File: src/rtl/fpu_wb_master.sv
// Wishbone classic initiator that runs one FPU command on the FPU register block:
// it writes the operands, polls status until a result is valid, then reads the result and exceptions back.
module fpu_wb_master #(
  parameter logic [31:0] BASE_ADDR = 32'h3000_0000,
  parameter logic [7:0]  OFS_A     = 8'h00,
  parameter logic [7:0]  OFS_B     = 8'h04,
  parameter logic [7:0]  OFS_C     = 8'h08,
  parameter logic [7:0]  OFS_FRM   = 8'h0C,
  parameter logic [7:0]  OFS_OP    = 8'h10,
  parameter logic [7:0]  OFS_STAT  = 8'h14,
  parameter logic [7:0]  OFS_RES   = 8'h18,
  parameter logic [7:0]  OFS_EXC   = 8'h1C,
  parameter logic [15:0] TIMEOUT   = 16'd1023
) (
  input  logic        wb_clk_i,
  input  logic        wb_rst_i,
  input  logic        cmd_valid,
  output logic        cmd_ready,
  input  logic [31:0] cmd_opa,
  input  logic [31:0] cmd_opb,
  input  logic [31:0] cmd_opc,
  input  logic [2:0]  cmd_frm,
  input  logic [12:0] cmd_op,
  output logic        rsp_valid,
  input  logic        rsp_ready,
  output logic [31:0] rsp_result,
  output logic [4:0]  rsp_exc,
  output logic        rsp_timeout,
  output logic        wbm_cyc_o,
  output logic        wbm_stb_o,
  output logic        wbm_we_o,
  output logic [3:0]  wbm_sel_o,
  output logic [31:0] wbm_adr_o,
  output logic [31:0] wbm_dat_o,
  input  logic [31:0] wbm_dat_i,
  input  logic        wbm_ack_i,
  output logic [3:0]  dbg_state
);

  localparam logic [3:0] S_IDLE   = 4'd0;
  localparam logic [3:0] S_WR_A   = 4'd1;
  localparam logic [3:0] S_WR_B   = 4'd2;
  localparam logic [3:0] S_WR_C   = 4'd3;
  localparam logic [3:0] S_WR_FRM = 4'd4;
  localparam logic [3:0] S_WR_OP  = 4'd5;
  localparam logic [3:0] S_POLL   = 4'd6;
  localparam logic [3:0] S_RD_RES = 4'd7;
  localparam logic [3:0] S_RD_EXC = 4'd8;
  localparam logic [3:0] S_RESP   = 4'd9;

  logic [3:0]  state;
  logic [3:0]  seq_next;
  logic [31:0] opa_q, opb_q, opc_q;
  logic [2:0]  frm_q;
  logic [12:0] op_q;
  logic [15:0] cnt;
  logic [15:0] cnt_inc;
  logic        cyc_q, we_q;
  logic [31:0] adr_q, dat_q;
  logic [31:0] result_q;
  logic [4:0]  exc_q;
  logic        timeout_q;

  assign cnt_inc = cnt + 16'd1;

  // Handshakes: a command transfers on an edge where cmd_valid && cmd_ready; a response
  // transfers on an edge where rsp_valid && rsp_ready. Both sides hold their payload until then.
  assign cmd_ready   = (state == S_IDLE);
  assign rsp_valid   = (state == S_RESP);
  assign rsp_result  = result_q;
  assign rsp_exc     = exc_q;
  assign rsp_timeout = timeout_q;
  assign wbm_cyc_o   = cyc_q;
  assign wbm_stb_o   = cyc_q;
  assign wbm_we_o    = we_q;
  assign wbm_sel_o   = {4{cyc_q}};
  assign wbm_adr_o   = adr_q;
  assign wbm_dat_o   = dat_q;
  assign dbg_state   = state;

  // Successor of a bus state once its transfer is acknowledged.
  always_comb begin
    seq_next = S_IDLE;
    case (state)
      S_WR_A:   seq_next = S_WR_B;
      S_WR_B:   seq_next = op_q[10] ? S_WR_C : S_WR_FRM;
      S_WR_C:   seq_next = S_WR_FRM;
      S_WR_FRM: seq_next = S_WR_OP;
      S_WR_OP:  seq_next = S_POLL;
      S_POLL:   seq_next = (|wbm_dat_i[12:2]) ? S_RD_RES : S_POLL;
      S_RD_RES: seq_next = S_RD_EXC;
      S_RD_EXC: seq_next = S_RESP;
      default:  seq_next = S_IDLE;
    endcase
  end

  // {we, adr, dat} presented on the first cycle of bus state s.
  function automatic logic [64:0] bus_for(input logic [3:0] s);
    case (s)
      S_WR_B:   bus_for = {1'b1, BASE_ADDR + {24'd0, OFS_B},    opb_q};
      S_WR_C:   bus_for = {1'b1, BASE_ADDR + {24'd0, OFS_C},    opc_q};
      S_WR_FRM: bus_for = {1'b1, BASE_ADDR + {24'd0, OFS_FRM},  {29'd0, frm_q}};
      S_WR_OP:  bus_for = {1'b1, BASE_ADDR + {24'd0, OFS_OP},   {19'd0, op_q}};
      S_POLL:   bus_for = {1'b0, BASE_ADDR + {24'd0, OFS_STAT}, 32'd0};
      S_RD_RES: bus_for = {1'b0, BASE_ADDR + {24'd0, OFS_RES},  32'd0};
      S_RD_EXC: bus_for = {1'b0, BASE_ADDR + {24'd0, OFS_EXC},  32'd0};
      default:  bus_for = {1'b1, BASE_ADDR + {24'd0, OFS_A},    opa_q};
    endcase
  endfunction

  always_ff @(posedge wb_clk_i) begin
    if (wb_rst_i) begin
      state     <= S_IDLE;
      opa_q     <= '0;
      opb_q     <= '0;
      opc_q     <= '0;
      frm_q     <= '0;
      op_q      <= '0;
      cnt       <= '0;
      cyc_q     <= 1'b0;
      we_q      <= 1'b0;
      adr_q     <= '0;
      dat_q     <= '0;
      result_q  <= '0;
      exc_q     <= '0;
      timeout_q <= 1'b0;
    end else begin
      case (state)
        S_IDLE: begin
          if (cmd_valid) begin
            opa_q     <= cmd_opa;
            opb_q     <= cmd_opb;
            opc_q     <= cmd_opc;
            frm_q     <= cmd_frm;
            op_q      <= cmd_op;
            cnt       <= '0;
            result_q  <= '0;
            exc_q     <= '0;
            timeout_q <= 1'b0;
            cyc_q     <= 1'b1;
            we_q      <= 1'b1;
            adr_q     <= BASE_ADDR + {24'd0, OFS_A};
            dat_q     <= cmd_opa;
            state     <= S_WR_A;
          end
        end
        S_RESP: begin
          if (rsp_ready) state <= S_IDLE;
        end
        S_WR_A, S_WR_B, S_WR_C, S_WR_FRM, S_WR_OP, S_POLL, S_RD_RES, S_RD_EXC: begin
          if (wbm_ack_i) begin
            if (state == S_RD_RES) result_q <= wbm_dat_i;
            if (state == S_RD_EXC) exc_q <= wbm_dat_i[4:0];
            if (seq_next == S_POLL && state == S_POLL) begin
              // Polls share one budget across reads rather than restarting per read.
              if (cnt_inc == TIMEOUT) begin
                state     <= S_RESP;
                timeout_q <= 1'b1;
                cyc_q     <= 1'b0;
                we_q      <= 1'b0;
                adr_q     <= '0;
              end else begin
                cnt <= cnt_inc;
              end
            end else if (seq_next == S_RESP) begin
              state <= S_RESP;
              cyc_q <= 1'b0;
              we_q  <= 1'b0;
              adr_q <= '0;
              dat_q <= '0;
            end else begin
              state                <= seq_next;
              cnt                  <= '0;
              {we_q, adr_q, dat_q} <= bus_for(seq_next);
            end
          end else if (state != S_POLL) begin
            if (cnt_inc == TIMEOUT) begin
              state     <= S_RESP;
              timeout_q <= 1'b1;
              result_q  <= '0;
              exc_q     <= '0;
              cyc_q     <= 1'b0;
              we_q      <= 1'b0;
              adr_q     <= '0;
              dat_q     <= '0;
            end else begin
              cnt <= cnt_inc;
            end
          end
        end
        default: begin
          state <= S_IDLE;
          cyc_q <= 1'b0;
          we_q  <= 1'b0;
        end
      endcase
    end
  end

endmodule

File: config.mk
export PLATFORM = sky130hd
export DESIGN_NAME = fpu_wb_master
export DESIGN_NICKNAME = d
export VERILOG_FILES = /design/src/rtl/fpu_wb_master.sv
export SDC_FILE = /design/constraint.sdc
export NUM_CORES = 1
export LEC_CHECK = 0
export ABC_CLOCK_PERIOD_IN_PS = 6000
export BUFFER_PORTS_ARGS = -buffer_cell sky130_fd_sc_hd__buf_2
export CAP_MARGIN = 10
export CORE_ASPECT_RATIO = 1.25
export CORE_MARGIN = 1
export CORE_UTILIZATION = 55
export CTS_CLUSTER_SIZE = 24
export DETAILED_ROUTE_END_ITERATION = 12
export GPL_ROUTABILITY_DRIVEN = 0
export GPL_TIMING_DRIVEN = 0
export MAX_ROUTING_LAYER = met4
export PLACE_DENSITY = 0.95
export SETUP_SLACK_MARGIN = 0.3
export SLEW_MARGIN = 40
export SYNTH_ARGS = -nofsm -noshare
export SYNTH_HDL_FRONTEND = slang
export SYNTH_SLANG_ARGS = --single-unit
export TNS_END_PERCENT = 1
File: constraint.sdc
create_clock -name wb_clk_i -period 6 [get_ports wb_clk_i]
set_input_delay 1.2 -clock wb_clk_i [delete_from_list [all_inputs] [get_ports wb_clk_i]]
set_output_delay 1.2 -clock wb_clk_i [all_outputs]
set_load 0.05 [all_outputs]
* After elaboration in Yosys (flattened, before gate mapping)
Cells that the tools add are included.
** Cells by class
- Equality and inequality tests :: 29
- Bitwise gates (word level) :: 1
- Divide/modulo/power cells :: 0
- Shifts and indexed selects :: 0
- $add $sub $neg :: 1
- Muxes and demuxes :: 62
- Reduce and logical (&&, ||, !) cells :: 15
- Multiply operators :: 0
- Order comparisons :: 0
** Operator list (count)
- 2-to-1 mux 32 bit :: 15
- one-hot mux 65 bit (7 select lines) :: 1
- one-hot mux 32 bit (2 select lines) :: 3
- 2-to-1 mux 16 bit :: 6
- equality test 4 x 3 -> 1 bit, second input constant :: 8
- one-hot mux 16 bit (2 select lines) :: 1
- one-hot mux 4 bit (8 select lines) :: 1
- 2-to-1 mux 4 bit :: 7
- 2-to-1 mux 5 bit :: 5
- != test 3 bit, second input constant :: 6
- 2-to-1 mux 1 bit :: 17
- adder 16 x 1 -> 16 bit, second input constant :: 1
- equality test 16 x 10 -> 1 bit, second input constant :: 1
- equality test 4 x 2 -> 1 bit, second input constant :: 4
- equality test 4 bit, second input constant :: 4
- AND reduction 5 bit :: 3
- one-hot mux 4 bit (3 select lines) :: 1
- AND reduction 4 bit :: 3
- OR reduction 11 bit :: 1
- one-hot mux 5 bit (2 select lines) :: 1
- AND reduction 3 bit :: 3
- != test 4 bit, second input constant :: 2
- OR reduction 8 bit :: 1
- one-hot mux 1 bit (3 select lines) :: 2
- other kinds (11) :: 11
** Word-level totals
- Output and inout bits :: 115
- Flip-flop bits (word level) :: 236
- Memories :: 0
- Input bits :: 149
- Memory bits (read-only) :: 0
- RAM bits :: 0
- Latch bits :: 0

* Longest topological paths before layout
Gate-level depths: netlist of the first run.
- Depth in word-level cells :: 9
- Gate-level depth with buffers :: 13

* Worst setup path after synthesis of the first run
No wires, ideal clock.
- Path type :: input to register
- Start point :: in cmd_valid
- End point :: reg dat_q[1], in the netlist wbm_dat_o[1]
- Slack :: 3.001 ns
- Path buffers :: 3
- Data arrival time :: 2.913 ns
- Stages on the path :: 9
- Cells stage by stage :: or4_1 a21oi_1 nand2b_1 buf_2 nor2_1 a31o_1 buf_6 buf_4 a211oi_1
** On the way
- Word-level cells in the longest chain between the ends :: 2
** Ends and longest elaborated chain
- start: declaration :: RTL line 17 : input logic cmd_valid,
- != test 2 bit (no line)
- AND reduction 5 bit (no line)
- end signal: assignment :: RTL line 143 : dat_q <= cmd_opa;
- end signal: assignment :: RTL line 174 : {we_q, adr_q, dat_q} <= bus_for(seq_next);
- end: declaration :: RTL line 59 : logic [31:0] adr_q, dat_q;
Every way passes these cells.
A chain may end at the register's enable or synchronous reset.

* Final worst setup path of the first run
- Start point :: reg state[3], in the netlist dbg_state[3]
- End point :: out rsp_valid
** On the way
- Word-level cells in the longest chain between the ends :: 1
** Ends and longest elaborated chain
- start: declaration :: RTL line 51 : logic [3:0] state;
- start signal: assignment :: RTL line 172 : state <= seq_next;
- equality test 4 bit :: RTL line 69 : assign rsp_valid = (state == S_RESP);
- end: declaration :: RTL line 24 : output logic rsp_valid,
Every way passes these cells.

==> metrics.txt, run 1 <==
Crit path largest cell delay=0.51 ns; Final Non-Filler Cells=approximately 1,500; DIE HEIGHT=about 140 um; CP max stage cell=clkbuf_1; Worst VDD drop=0.402 mV; CP cell instances=clkbuf_1, nor2b_1, nand3_1, inv_1, buf_2; Pwr Density=~440 mW/mm^2; CTS Sinks=204; synthesized instance count=approximately 1,000; fin crit period=3.53 ns; total negative slack=0 ns; initial drt markers=789; vias in the first global route=about 8,400; first-pass GRT wire length=roughly 42,000 um; largest net degree at the start of global routing=16; drt drc=0; antenna cells=0; design area=around 0.011 mm^2; top-area cell type share of the netlist area=46.7%; Max Slew Vio Count=0; worst setup margin=2.47 ns; HPWL after detailed placement=19,800 um; WL/cell=roughly 17 um; Clk pwr share=approximately 25%; fraction of registers with async set or reset after synthesis=0%; Adder-Cell Fraction of Synth Area=0.286%; Pre-Repair DR Iteration Count=6; CTS Root Cell=clkbuf_16; Final Hold Fails=0; post-cts sizing count=0; Tightest Hold Check Type=register to register; CTS clk-pin slew, worst paths=roughly 0.060 ns; leak pwr=4.60 nW; Remaining Overflow, GRT=0; Vias/cell=approximately 5.8; run status=complete, no violations; Max-Cap Viols=0; placed insts=about 1,500; Util after Layout=between 70% and 80%; Worst Setup End Kind=primary output; Total GRT Usage=roughly a third; vias=about 9,000; Synth Register Bits=between 200 and 250; Synth area leader=dfxtp_1; Post-synth EDFFs=0; number of setup buffers added after CTS=0; Sequential Power Share=between 30% and 40%; Worst Path Required=around 4.8 ns; Core Region=about 0.016 mm^2; Data arrival, critical path=2.33 ns; cell-internal power=roughly 2.8 mW; antenna violations before repair=0; layout cell share with drive strength beyond 1=27.2%; CTS Hold Bufs=0; crit start category=register; Post-Synth Simple-Gate Area=19.8%; dpl ws=slightly above 2 ns; number of port buffers=263; post-synthesis compound-gate area fraction=between 20% and 30%; row count=between 50 and 60; combinational power share=approximately two fifths; total power=4.86 mW; Synth warnings=0; Hold WS=0.454 ns; Sw Ratio=41.9%; ys flop type=dfxtp_1; # IOs=roughly 260; Worst slew margin=between 40% and 50%; CP Max Fanout=10; clk buf depth=3; Worst Skew=between 0.01 and 0.015 ns; P&R area growth vs syn=25.8%; Synth top cells by count=204 x dfxtp_1, 184 x nand2_1, 134 x a21oi_1, 88 x nor2_1, 68 x clkbuf_1; Highest Clock Rate=roughly 280 MHz; Total Nets Final=~1,500; Synthesized Nets=around 1,200; initial core utilization=56.2%; ranking of synthesized cells by area=dfxtp_1 47%, nand2_1 7.9%, a21oi_1 7.7%, a211oi_2 4.1%, nor2_1 3.8%; endpoints failing setup=0; Worst-Skew Late Latency=roughly 0.50 ns; clock buffer count from CTS=20; DRT antenna net count=0; Total Die Area=between 0.015 and 0.02 mm^2; Routed Wire Length=between 20,000 and 30,000 um; mapped cell area=0.00875 mm^2; multiplexer share of the synthesized area=0.601%; CTS tree=yes; worst-margin pin slew=0.825 ns; Post-Synth XOR/XNOR Area=under 10%; NetSw=2.04 mW; type of the worst setup path=register to primary output; most frequent cell after synthesis=dfxtp_1; area post-placement=just over 0.01 mm^2; CTS H-tree depth=1; RSZ-0062 raised after global routing=false; combinational family with the most area after synthesis=compound AO/OA/AOI/OAI gates; Final period util=about three fifths; Avg Cell Area, Syn=between 8 and 9 um^2; Netlist cell types=64; die width=between 100 and 150 um; register area share after synthesis=46.7%
[placed cells by master, fill, tap and decap left out, types with 3 or more instances in the layout]
cell / count
buf_2: 268
dfxtp_1: 204
nand2_1: 184
a21oi_1: 134
nor2_1: 88
clkbuf_1: 71
o21ai_0: 37
a22o_1: 33
a22oi_1: 32
and2_1: 30
a211oi_2: 29
clkbuf_16: 21
nor3_1: 17
nand3_1: 14
a21boi_0: 13
inv_1: 12
buf_4: 9
xor2_1: 8
a211oi_1: 8
clkinv_2: 8
nand4_1: 7
buf_6: 7
nand2b_1: 6
or3_1: 5
xnor2_1: 5
nor4_1: 5
and3_1: 5
nor2b_1: 4
nand3b_1: 4
mux2i_1: 3
o31ai_1: 3
a222oi_1: 3
buf_1: 3
[layer usage]
layer / routed length, um / vias to the layer above / GRT usage (%) / share of wire, %
met4: 1420 / 0 / 16.3 / 5.3
met3: 2210 / 129 / 6.24 / 8.2
li1: - / 4183 / - / -
met5: 0 / - / - / 0
met2: 13400 / 492 / 56.6 / 50
met1: 9920 / 4175 / 36.9 / 37
[power by group through the flow]
stage	Combinational (mW)	Sequential (mW)	Clock (mW)
final	1.94	1.70	1.22
after global routing	2.07	1.72	1.29
after CTS	1.92	1.69	1.23
after detailed placement	1.90	1.72	0
after global placement	1.84	1.71	0
after floorplan	1.03	2.07	0
[layout make-up]
class	instances	area, um^2
repair buffers	263	1320
well taps	212	265
flip-flops and latches	204	4080
clock inverters	11	85.1
clock buffers	25	551
inverters	12	45.0
plain buffers	92	438
fillers	1211	4570
multi-input cells	726	4220
[path summary, 6_finish.rpt]
kind,to,from,cells after the start,slack (ns)
hold reg to reg,wbm_adr_o[9],wbm_adr_o[9],1,0.45
setup / recovery,rsp_valid,dbg_state[3],5,2.47
setup reg to reg,opc_q[28],dbg_state[1],10,2.85
hold / removal,wbm_adr_o[9],wbm_adr_o[9],1,0.45
[flip-flops by register name, summed over array words and instances, names as in the netlist]
name and count:
rsp_timeout 1, opc_q 32, wbm_adr_o 32, frm_q 3, rsp_exc 5, op_q 13
wbm_we_o 1, dbg_state 4, wbm_dat_o 32, rsp_result 32, cnt 16, opb_q 32
wbm_cyc_o 1
[kinds of logic after synthesis]
logic type,Yosys count
DFF,204
buffers and inverters,104
xor gates and xnor gates,13
AOI/OAI and AO/OA,323
adders and majority gates,2
and+or+nand+nor,383
muxes,5
[critical path, delay by kind of cell, from the launching register on]
kind	cells	cell delay, ns
AND/OR/NAND/NOR	2	0.52
buffers and inverters	3	0.96
flip-flops	1	0.37
Power figures use the tool's default switching activity.
==> run 2: changes to the inputs <==
--- a/config.mk
+++ b/config.mk
@@ -5,18 +5,18 @@
 export SDC_FILE = /design/constraint.sdc
 export NUM_CORES = 1
 export LEC_CHECK = 0
-export ABC_CLOCK_PERIOD_IN_PS = 6000
+export ABC_CLOCK_PERIOD_IN_PS = 2850
 export BUFFER_PORTS_ARGS = -buffer_cell sky130_fd_sc_hd__buf_2
 export CAP_MARGIN = 10
 export CORE_ASPECT_RATIO = 1.25
 export CORE_MARGIN = 1
-export CORE_UTILIZATION = 55
+export CORE_UTILIZATION = 46
 export CTS_CLUSTER_SIZE = 24
 export DETAILED_ROUTE_END_ITERATION = 12
 export GPL_ROUTABILITY_DRIVEN = 0
 export GPL_TIMING_DRIVEN = 0
 export MAX_ROUTING_LAYER = met4
-export PLACE_DENSITY = 0.95
+export PLACE_DENSITY = 0.85
 export SETUP_SLACK_MARGIN = 0.3
 export SLEW_MARGIN = 40
 export SYNTH_ARGS = -nofsm -noshare
==> constraint.sdc (replaced) <==
create_clock -name wb_clk_i -period 2.85 [get_ports wb_clk_i]
set_input_delay 0.57 -clock wb_clk_i [delete_from_list [all_inputs] [get_ports wb_clk_i]]
set_output_delay 0.57 -clock wb_clk_i [all_outputs]
set_load 0.05 [all_outputs]
==> run 2 against run 1 <==
Effect of this change:
- the run now ends with DRC left
- non-clock buffer count grew 25
- total power rose by 120%
- hold slack worse by 0.17 ns
- global-route usage shrank 5.3 points
- die area increased by 19%
- largest power group unchanged
- highest routed layer unchanged
- first-iteration DRC count shrank 7.5%
- flip-flop and latch count is the same
- cell count increased by 3.1%
- critical path type is now register to register
- clock-buffer cell count grew 3
- sequential share of layout area is 1.5 points lower
==> metrics.txt, run 2 (synthesis gave the netlist of run 1 again) <==
initial core utilization=46.7% (-9.4 points); drt drc=16 (+16); P&R area growth vs syn=31.8%; worst-margin pin slew=0.751 ns (-0.0736 ns); total power=10.7 mW (+120%); Final Hold Fails=0 (unchanged); fin crit period=2.57 ns; Sw Ratio=41.3% (-0.59 points); CP max stage cell=or4_4; Tightest Hold Check Type=input port to register; clk buf depth=3 (unchanged); Worst Skew=0.0141 ns (+0.000161 ns); die width=125 um (+9.2%); combinational power share=41.2% (+1.2 points); Total GRT Usage=27.8% (-5.3 points); worst reg2reg setup slack=0.28 ns (-2.57 ns); initial drt markers=730 (-7.5%); leak pwr=4.88 nW (+6.0%); Worst-Skew Late Latency=0.50 ns (about the same); Worst Path Required=3.26 ns (-1.54 ns); WL/cell=17.7 um (+1.5%); NetSw=4.41 mW (+120%); vias=9,051 (+0.80%); Remaining Overflow, GRT=0 (unchanged); Pwr Density=925 mW/mm^2 (+110%); Crit path largest cell delay=0.57 ns (+0.06 ns); antenna violations before repair=3 (+3); Max Slew Vio Count=0 (unchanged); Pre-Repair DR Iteration Count=11 (+5); crit start category=register; FILL cells=1,576 (+30%); Core Region=0.0187 mm^2 (+20%); endpoints failing setup=0 (unchanged); Routed Wire Length=28,200 um (+4.6%); CTS tree=yes; layout cell share with drive strength beyond 1=31.1% (+3.8 points); clock buffer count from CTS=21 (+5.0%); CTS H-tree depth=1 (unchanged); FF/Latch Area=0.00410 mm^2 (+0.46%); DRT antenna net count=0 (unchanged); vias in the first global route=8,469 (+0.65%); run status=finished, violations left; CTS Root Cell=clkbuf_16; Total Die Area=0.0196 mm^2 (+19%); Hold WS=0.283 ns (-0.171 ns); Final period util=between 90% and 100%; Max-Cap Viols=0 (unchanged); Highest Clock Rate=around 390 MHz; Data arrival, critical path=2.98 ns (+0.65 ns); # IOs=264 (unchanged); Crit path top cell by count=buf_4; row count=56 (+9.8%); design area=0.0115 mm^2 (+4.8%); total negative slack=0 ns (unchanged); Final Non-Filler Cells=1,593 (+3.1%); commonest cells after routing, fill and taps aside=267 x buf_2, 195 x dfxtp_1, 183 x nand2_1; Multi-input gate area=0.00438 mm^2 (+3.9%); number of port buffers=263 (unchanged); CTS Sinks=204 (unchanged); violated checks=DRC; Sequential Power Share=33.5% (-1.4 points); most common cell after layout, fill and taps aside=buf_2; HPWL after detailed placement=19,900 um (+0.44%); Clk pwr share=25.3% (+0.2 points); CTS clk-pin slew, worst paths=0.06 ns (about the same); Total Nets Final=1,496 (+1.8%); cell-internal power=6.26 mW (+120%); placed insts=1,529 (+1.3%); CTS Hold Bufs=0 (unchanged); Worst Setup End Kind=register; CP cell instances=buf_2, or4_4, a21oi_4, nand2b_1, buf_4, nor2_1, a31o_4, buf_8, buf_4, a211oi_2; Worst VDD drop=0.744 mV (+85%); DIE HEIGHT=156 um (+9.2%); RSZ-0062 raised after global routing=true; type of the worst setup path=register to register; largest net degree at the start of global routing=16 (unchanged); Worst slew margin=49.9% (+4.9 points); first-pass GRT wire length=42,600 um (+1.9%); area post-placement=0.0104 mm^2 (+0.24%); Vias/cell=5.68 (-2.2%); CP Max Fanout=10 (unchanged)
run 2: cell types whose count changed in the layout (fill, tap and decap cells not counted), sizes merged:
| cell | change |
|---|---|
| clkinv | -4 |
| bufinv | +1 |
| inv | +1 |
| clkbuf | +3 |
| buf | +25 |
| diode | +3 |
| clkinvlp | -1 |
run 2: timing repair:
action                                  CTS  global route
cloned                                    0             5
endpoints found under the setup margin  166           128
pin swaps                                 4            25
setup buffers                             6            14
gates resized for setup                  29            48
run 2: power groups by stage:
stage	combinational (mW)	clock [mW]	sequential (mW)
5_1_grt	4.72	2.83	3.60
3_5_place_dp	4.02	0	3.60
4_1_cts	4.09	2.71	3.55
6_report	4.40	2.70	3.57
2_1_floorplan	2.17	0	4.36
3_3_place_gp	3.93	0	3.58
run 2: layout make-up:
| type | instances | share of cell area, % |
|---|---|---|
| Multi-Input combinational cell | 726 | 38.0 |
| Sequential cell | 204 | 35.6 |
| Timing Repair Buffer | 288 | 13.4 |
| Clock buffer | 28 | 4.87 |
| Buffer | 92 | 4.32 |
| Tap cell | 232 | 2.52 |
| Clock inverter | 8 | 0.868 |
| Inverter | 12 | 0.391 |
| Antenna cell | 3 | 0.0651 |
run 2: stage by stage:
stage	setup WS, ns	util (%)
CTS	0.200	59.9
floorplan	0.202	-
global route	0.152	61.6
global placement	-0.179	55.3
detailed placement	-0.249	55.5
finish	0.277	61.6
run 2: path summary, 6_finish.rpt:
kind                            depth (start not counted)              to           from
worst min-delay path                                    2  rsp_result[24]  wbm_dat_i[24]
worst min register to register                          2        op_q[12]       op_q[12]
worst max-delay path                                   10   wbm_dat_o[13]   dbg_state[1]
worst max register to register                         10   wbm_dat_o[13]   dbg_state[1]
run 2: critical path: cells and delay by family, from the launching register on:
family                 cells  cell delay [ns]
AOI/OAI and AO/OA          3             0.65
buffers and inverters      4             0.71
and+or+nand+nor            3             0.82
DFF                        1             0.30
run 2: per-layer routing:
metal  vias up  global-route usage (%)  wire length [um]
li1       4235                       -                 -
met1      4227                    31.9             10500
met2       491                    47.7             14000
met3        98                    5.11              2510
met4         0                    12.0              1150
met5         -                       -                 0
==> run 3: changes to the inputs <==
--- a/config.mk
+++ b/config.mk
@@ -5,18 +5,18 @@
 export SDC_FILE = /design/constraint.sdc
 export NUM_CORES = 1
 export LEC_CHECK = 0
-export ABC_CLOCK_PERIOD_IN_PS = 2850
+export ABC_CLOCK_PERIOD_IN_PS = 3300
 export BUFFER_PORTS_ARGS = -buffer_cell sky130_fd_sc_hd__buf_2
 export CAP_MARGIN = 10
 export CORE_ASPECT_RATIO = 1.25
 export CORE_MARGIN = 1
-export CORE_UTILIZATION = 46
+export CORE_UTILIZATION = 55
 export CTS_CLUSTER_SIZE = 24
 export DETAILED_ROUTE_END_ITERATION = 12
 export GPL_ROUTABILITY_DRIVEN = 0
 export GPL_TIMING_DRIVEN = 0
 export MAX_ROUTING_LAYER = met4
-export PLACE_DENSITY = 0.85
+export PLACE_DENSITY = 0.95
 export SETUP_SLACK_MARGIN = 0.3
 export SLEW_MARGIN = 40
 export SYNTH_ARGS = -nofsm -noshare
==> constraint.sdc (replaced) <==
create_clock -name wb_clk_i -period 3.3 [get_ports wb_clk_i]
set_input_delay 0.66 -clock wb_clk_i [delete_from_list [all_inputs] [get_ports wb_clk_i]]
set_output_delay 0.66 -clock wb_clk_i [all_outputs]
set_load 0.05 [all_outputs]
==> run 3 against run 2 <==
Effect of this change:
- sequential power shrank 13%
- largest power group unchanged
- utilization is 9.3 points higher
- die area shrank 16%
- critical path depth decreased by 5
- register-to-register slack improved by 0.09 ns
- design area decreased by 4.2%
- flip-flop and latch count unchanged
- the flow now finishes without violations
- critical path type is now register to primary output
- clock skew about the same
==> metrics.txt, run 3 (synthesis gave the netlist of run 1 again) <==
Routed Wire Length=27,100 um (-3.8%); Worst VDD drop=0.728 mV (-2.2%); M1 GR Usage=36.9% (+5.1 points); initial core utilization=56.2% (+9.4 points); Worst Setup End Kind=primary output; Pre-Repair DR Iteration Count=8 (-3); CP max stage cell=clkbuf_1; type of the worst setup path=register to primary output; CTS tree=yes; antenna violations before repair=0 (-3); Worst-Skew Late Latency=0.50 ns (about the same); Max Slew Vio Count=0 (unchanged); Total GRT Usage=33.1% (+5.3 points); Core Region=0.0156 mm^2 (-17%); Total Nets Final=1,470 (-1.7%); CTS Sinks=204 (unchanged); run status=complete, no violations; Final Hold Fails=0 (unchanged); # IOs=264 (unchanged); fin crit period=~3.1 ns; WL/cell=17.5 um (-0.80%); number of port buffers=263 (unchanged); CTS clk-pin slew, worst paths=0.06 ns (about the same); Worst Path Required=2.64 ns (-0.62 ns); Hold WS=0.371 ns (+0.0884 ns); CP cell instances=clkbuf_1, nor2b_1, nand3_1, inv_1, buf_2; DIE HEIGHT=143 um (-8.4%); Highest Clock Rate=~320 MHz; Final period util=between 90% and 100%; worst-margin pin slew=0.817 ns (+0.0657 ns); CTS Hold Bufs=0 (unchanged); leak pwr=4.63 nW (-5.2%); Worst slew margin=45.5% (-4.4 points); most common cell after layout, fill and taps aside=buf_2; antenna cells=0 (-3); HPWL after detailed placement=19,800 um (-0.44%); Util after Layout=70.9% (+9.3 points); Worst Skew=0.0137 ns (-0.000447 ns); worst reg2reg setup slack=0.37 ns (+0.09 ns); drt drc=0 (-16); clock buffer count from CTS=20 (-4.8%); initial drt markers=723 (-0.96%); GR peak layer=met2; CTS Root Cell=clkbuf_16; Critical Path Source=dbg_state[3]; clk buf depth=3 (unchanged); Hold Path Origin=wbm_dat_i[20]; commonest cells after routing, fill and taps aside=268 x buf_2, 204 x dfxtp_1, 184 x nand2_1; DRT antenna net count=0 (unchanged); Crit path largest cell delay=0.54 ns (-0.03 ns); layout cell share with drive strength beyond 1=27.5% (-3.5 points); vias=8,942 (-1.2%); total power=8.86 mW (-17%); CTS H-tree depth=1 (unchanged); Vias/cell=5.79 (+1.9%); row count=51 (-8.9%); Remaining Overflow, GRT=0 (unchanged); Data arrival, critical path=2.43 ns (-0.55 ns); met2 usage=56.6% (+8.9 points); die width=115 um (-8.4%); Total Die Area=0.0164 mm^2 (-16%); crit start category=register; Max-Cap Viols=0 (unchanged); dpl ws=-0.0817 ns (+0.168 ns); P&R area growth vs syn=26.3%; largest net degree at the start of global routing=16 (unchanged); first-pass GRT wire length=41,800 um (-1.9%); worst setup margin=0.214 ns (-0.0633 ns); Reg-to-Reg Start=dbg_state[1]; met3 GRT Util=6.24% (+1.1 points); Tightest Hold Check Type=input port to register; FILL cells=1,198 (-24%); endpoints failing setup=0 (unchanged); Pwr Density=802 mW/mm^2 (-13%); vias in the first global route=8,414 (-0.65%); RSZ-0062 raised after global routing=true; CP Max Fanout=10 (unchanged)
==> run 3: metrics by stage <==
| step | setup TNS [ns] | instance area [um^2] | cells |
|---|---|---|---|
| 6_report | 0 | 11000 | 1545 |
| 5_1_grt | 0 | 11000 | 1545 |
| 4_1_cts | 0 | 11000 | 1545 |
| 3_5_place_dp | -1.42 | 10400 | 1509 |
| 3_3_place_gp | -0.776 | 10300 | 1509 |
| 2_1_floorplan | 0 | 8750 | 1034 |
==> run 3: what timing repair did <==
| action | 4_1_cts | 5_1_grt |
|---|---|---|
| resized for setup | 0 | 8 |
| setup buffers | 0 | 0 |
| setup endpoints to repair | 0 | 109 |
==> run 3: critical path: cells and delay by family, from the launching register on <==
family,cells,cell delay (ns)
buffers and inverters,3,1.00
flip-flops,1,0.38
AND/OR/NAND/NOR,2,0.54
==> run 3: area by class of cell <==
type	instances	area [um^2]	share of cell area, %
plain buffers	92	439	3.98
clock buffers	25	551	4.99
clock inverters	11	85.1	0.770
inverters	12	45.0	0.408
multi-input cells	726	4260	38.6
flip-flops and latches	204	4080	37.0
well taps	212	265	2.40
repair buffers	263	1320	11.9
==> run 3: report_power, final <==
group / switching [mW] / internal (mW) / leakage (nW)
Sequential: 0.252 / 2.84 / 1.66
Clock: 0.955 / 1.27 / 0.315
Combinational: 2.52 / 1.03 / 2.65
Total: 3.72 / 5.14 / 4.63
==> run 3: per-layer routing <==
layer	wire length [um]	share of wire (%)	vias up
li1	-	-	4182
met1	10000	37	4122
met2	13400	50	513
met3	2280	8.4	125
met4	1350	5.0	0
met5	0	0	-
==> run 3: final timing paths <==
kind,end,cells after the start
worst max register to register,opc_q[28],10
worst min register to register,wbm_adr_o[9],1
worst max-delay path,rsp_valid,5
worst min-delay path,rsp_result[20],2
